===== src/rtl/phy_rx_align.sv =====
// phy_rx_align -- serial receiver that finds byte alignment on COMMA
// training symbols, then assembles 32-bit words.
//
// Ports:
//   clk_32f         : bit clock, one serial bit sampled per rising edge
//   reset           : asynchronous, active-high
//   serial_in       : serial line, MSB-first bytes, byte 3 of a word first
//   data_out        : last received word (registered, held between words)
//   valid_out       : data_out is a data word (0 for an all-COMMA idle word)
//   sincronizar_bus : receiver is byte- and word-aligned (sticky until reset)
//
// Lock is reached after SYNC_COUNT consecutive byte-aligned COMMAs. The
// transmitter trains with whole idle words, so the lock edge is also a word
// boundary and no further re-alignment is ever attempted.
module phy_rx_align #(
  parameter logic [7:0] COMMA      = 8'hBC,
  parameter int         SYNC_COUNT = 4
) (
  input  logic        clk_32f,
  input  logic        reset,
  input  logic        serial_in,
  output logic [31:0] data_out,
  output logic        valid_out,
  output logic        sincronizar_bus
);

  localparam int CW = (SYNC_COUNT < 2) ? 1 : $clog2(SYNC_COUNT + 1);

  typedef enum logic [1:0] {SEARCH, ALIGN, SYNC} state_t;

  state_t        state, state_nxt;
  // Only the previous 7 bits are stored; the 8th bit of the compared byte
  // is serial_in itself, so matches are seen on the sampling edge.
  logic [6:0]    window;
  logic [2:0]    bit_cnt;
  logic [1:0]    byte_cnt;
  logic [CW-1:0] comma_cnt;
  logic [23:0]   word_acc;   // bytes 3..1 of the word being assembled
  logic [7:0]    cur_byte;
  logic [31:0]   cur_word;
  logic          is_comma;
  logic          byte_end;
  logic          lock;

  assign cur_byte = {window, serial_in};
  assign cur_word = {word_acc, cur_byte};
  assign is_comma = (cur_byte == COMMA);
  assign byte_end = (bit_cnt == 3'd7);

  // State register
  always_ff @(posedge clk_32f or posedge reset) begin
    if (reset) state <= SEARCH;
    else       state <= state_nxt;
  end

  // Next state
  always_comb begin
    state_nxt = state;
    lock      = 1'b0;
    case (state)
      SEARCH: begin
        if (is_comma) begin
          if (SYNC_COUNT <= 1) begin
            state_nxt = SYNC;
            lock      = 1'b1;
          end else begin
            state_nxt = ALIGN;
          end
        end
      end
      ALIGN: begin
        if (byte_end) begin
          if (!is_comma) begin
            state_nxt = SEARCH;
          end else if (int'(comma_cnt) + 1 >= SYNC_COUNT) begin
            state_nxt = SYNC;
            lock      = 1'b1;
          end
        end
      end
      SYNC:    state_nxt = SYNC;
      default: state_nxt = SEARCH;
    endcase
  end

  // Datapath: window, counters, word assembly, outputs
  always_ff @(posedge clk_32f or posedge reset) begin
    if (reset) begin
      window          <= '0;
      bit_cnt         <= '0;
      byte_cnt        <= '0;
      comma_cnt       <= '0;
      word_acc        <= '0;
      data_out        <= '0;
      valid_out       <= 1'b0;
      sincronizar_bus <= 1'b0;
    end else begin
      window          <= cur_byte[6:0];
      sincronizar_bus <= (state_nxt == SYNC);
      case (state)
        SEARCH: begin
          // A match here fixes the byte boundary: next bit is bit 0.
          bit_cnt   <= '0;
          byte_cnt  <= '0;
          comma_cnt <= is_comma ? CW'(1) : '0;
        end
        ALIGN: begin
          bit_cnt <= bit_cnt + 3'd1;
          if (byte_end) comma_cnt <= is_comma ? comma_cnt + CW'(1) : '0;
          if (lock)     byte_cnt  <= '0;
        end
        SYNC: begin
          bit_cnt <= bit_cnt + 3'd1;
          if (byte_end) begin
            byte_cnt <= byte_cnt + 2'd1;
            word_acc <= {word_acc[15:0], cur_byte};
            if (byte_cnt == 2'd3) begin
              data_out  <= cur_word;
              // An all-COMMA word is idle by definition, even if it was
              // meant as data.
              valid_out <= (cur_word != {4{COMMA}});
            end
          end
        end
        default: ;
      endcase
    end
  end

endmodule


===== config.mk =====
export PLATFORM = sky130hd
export DESIGN_NAME = phy_rx_align
export DESIGN_NICKNAME = d
export VERILOG_FILES = /design/src/rtl/phy_rx_align.sv
export SDC_FILE = /design/constraint.sdc
export NUM_CORES = 1
export LEC_CHECK = 0
export ABC_AREA = 1
export CORE_MARGIN = 5
export CORE_UTILIZATION = 43
export CTS_CLUSTER_DIAMETER = 50
export CTS_CLUSTER_SIZE = 24
export DETAILED_ROUTE_END_ITERATION = 16
export HOLD_SLACK_MARGIN = 0.12
export SLEW_MARGIN = 20
export SYNTH_ARGS = -nofsm -noshare
export SYNTH_HDL_FRONTEND = slang
export SYNTH_SLANG_ARGS = --single-unit

===== constraint.sdc =====
create_clock -name clk_32f -period 3.4 [get_ports clk_32f]
set_input_delay 0.68 -clock clk_32f [delete_from_list [all_inputs] [get_ports clk_32f]]
set_output_delay 0.68 -clock clk_32f [all_outputs]
set_load 0.02 [all_outputs]

==> flow_metrics.tcl <==
set metrics [dict create \
    start_util_pct 44.63 \
    dieHeight_um 94.21 \
    cts.path.max_buffers 2 \
    wl_per_cell_um 12.17 \
    die_x_um 94.21 \
    r2r-start "bit_cnt[0]" \
    gp_congestion 0.7841 \
    cts-resized-gates 0 \
    crit_type "flop to flop" \
    yosys.area.top_type "dfrtp_1" \
    worst_hold_path_type "flop to flop" \
    htreeDepth 3 \
    drtPass1Iterations 4 \
    wl_um 5720 \
    syn-num-nets 341 \
    port_buffers 36 \
    cts_root_buf "clkbuf_8" \
    rows 30 \
    ys_types 19 \
    path_cells "ha_1 -> ha_1 -> nand2_2 -> inv_2 -> nand2_2 -> buf_4 -> o21ai_0" \
    synth_seq_area_share_pct 61.55 \
    post_cts_buffers 0 \
    critical-path-max-stage-delay_ns 0.46 \
    synth_top_area_share_pct 61.55 \
    yosysWarnings 0 \
    overflow 0 \
    r2r_cells 7 \
    wl_met1_um 2687 \
    critical_path_required_ns 3.61 \
    finalSetupViolCount 0 \
    cts_inserted_buffers 9 \
    holdCritStartpoint "window[0]" \
    avgSynthCellArea_um2 9.240 \
    start_kind "flop" \
    drtIter0Drc 134 \
    cts_tree "built" \
    critical-path-slowest-cell "nand2_2" \
    ios 37 \
    drive_gt1_share_pct 6.684 \
    grt.total_usage_pct 14.87 \
    clock.fmax_mhz 481.2 \
    slew_violations 0 \
    fin_area_um2 3715 \
    whs_path_depth 0 \
    drc_errors 0 \
    crit_buf_inv 2 \
    fin_crit_sh_pct 61.12 \
    core_um2 6832 \
    layout_common_cells "nand2_1, dfrtp_1, o21ai_0, inv_1, clkdlybuf4s50_1" \
    synth_cells 330 \
    worst_pin_slew_ns 0.6391 \
    netlist_top_cells_area "dfrtp_1, nand2_1, o21ai_0" \
    worstSetupPathDepth 7 \
    critical_path.startpoint "bit_cnt[0]" \
    area_growth_pct 21.83 \
    n_antenna_cell 0 \
    ant_nets 0 \
    pwr_density_cell_nw_per_um2 461.4 \
    route.met3.wl_um 242 \
    end_kind "flop" \
    die_area_um2 8876 \
    clock_skew_ns 0.003917 \
    cap_viol_max_count 0 \
    p_total_mw 1.714 \
    num_vias 2206 \
    clock_latency_ns 0.33 \
    arrival_ns 2.29 \
    first_global_vias 2217 \
    ys_ff_latch 75 \
    wl_met2_um 2742 \
    place_area_um2 3502 \
    p_leak_nw 1.760 \
    fin_crit_ns 2.078 \
    dp_hpwl_um 3939 \
    final_common_cell "nand2_1" \
    highest_layer "met4" \
    critPathMaxFanout 39 \
    vdd.ir_drop.worst_v 0.0002916 \
    antenna_found_initial 0 \
    clock_sinks 75 \
    grt_pass1_wl_um 10360 \
    crit_family "simple AND/OR/NAND/NOR gates" \
    fin_setup_tns_ns 0 \
    syn_area_um2 3049 \
    holdBufCountCts 0 \
    outcome "finished, final reports clean" \
    nNetsFinal 380 \
    clk_pin_slew_ns 0.07 \
    rsz0062_at_grt "no" \
    fin_util_pct 54.38 \
    final-hold-violation-count 0 \
    slew_headroom_pct 57.24 \
    grt_max_degree 76 \
    viasPerCell 4.694 \
]
## cells in the mapped netlist
| cell type | number |
|---|---|
| ha_1 | 8 |
| buf_6 | 2 |
| a21oi_1 | 3 |
| nand2_1 | 105 |
| buf_2 | 5 |
| nand4_1 | 6 |
| nand2_2 | 2 |
| and2_1 | 1 |
| o21ai_0 | 50 |
| inv_2 | 2 |
| nand3_1 | 10 |
| nor2_1 | 12 |
| clkbuf_1 | 4 |
| o21ai_2 | 2 |
| o211ai_1 | 1 |
| nor3_1 | 3 |
| o32ai_1 | 1 |
| inv_1 | 38 |
| dfrtp_1 | 75 |
## report_power, final
group          leakage [nW]  switching [mW]  internal (mW)
Clock                 0.110           0.308          0.401
Combinational         0.636          0.0578         0.0275
Sequential             1.01          0.0128          0.907
## stage by stage
stage,hold slack (ns),worst slack (ns),std cells
after global routing,0.4289,1.109,470
after detailed placement,0.3892,1.278,454
after floorplan,0.3737,0.8100,330
final,0.4027,1.322,470
after global placement,0.3846,1.318,454
after CTS,0.4064,1.254,470
## worst paths after layout
| check | end | slack, ns |
|---|---|---|
| worst max-delay path | data_out[7] | 1.32 |
| worst min-delay path | window[1] | 0.40 |
| worst max register to register | data_out[7] | 1.32 |
| worst min register to register | window[1] | 0.40 |
| max in group asynchronous | byte_cnt[1] | 2.35 |
| min in group asynchronous | data_out[5] | 0.75 |
## cell families (layout without fill, tap and decap cells)
family,after synthesis,in the layout,synth area share (%)
AND/OR/NAND/NOR,139,139,18.38
AO/OA/AOI/OAI,57,57,9.807
adder cells (fa/ha/maj),8,8,3.283
buffers and inverters,51,95,6.976
flip-flops,75,75,61.55
## flip-flops by register name, indices dropped and copies added, names as in the netlist
signal / flops
bit_cnt: 3
byte_cnt: 2
comma_cnt: 3
data_out: 32
sincronizar_bus: 1
state: 2
valid_out: 1
window: 7
word_acc: 24
## worst reg2reg max path, stage by stage (launching register included)
cell,delay [ns]
dfrtp_1,0.40
ha_1,0.21
ha_1,0.27
nand2_2,0.11
inv_2,0.05
nand2_2,0.46
buf_4,0.35
o21ai_0,0.12
## routing by layer
layer | vias to the layer above | GRT usage (%)
li1 | 1122 | -
met1 | 1049 | 19.11
met2 | 29 | 23.88
met3 | 6 | 4.968
met4 | 0 | 4.332
met5 | - | 0
## area by class of cell
type	instances	area, um^2
Sequential cell	75	1877
Multi-Input combinational cell	204	959.7
Tap cell	96	120.1
Clock buffer	13	168.9
Inverter	40	150.1
Timing Repair Buffer	39	395.4
Fill cell	652	3117
Clock inverter	3	43.79
No activity file was read; power rests on OpenSTA's default activity.
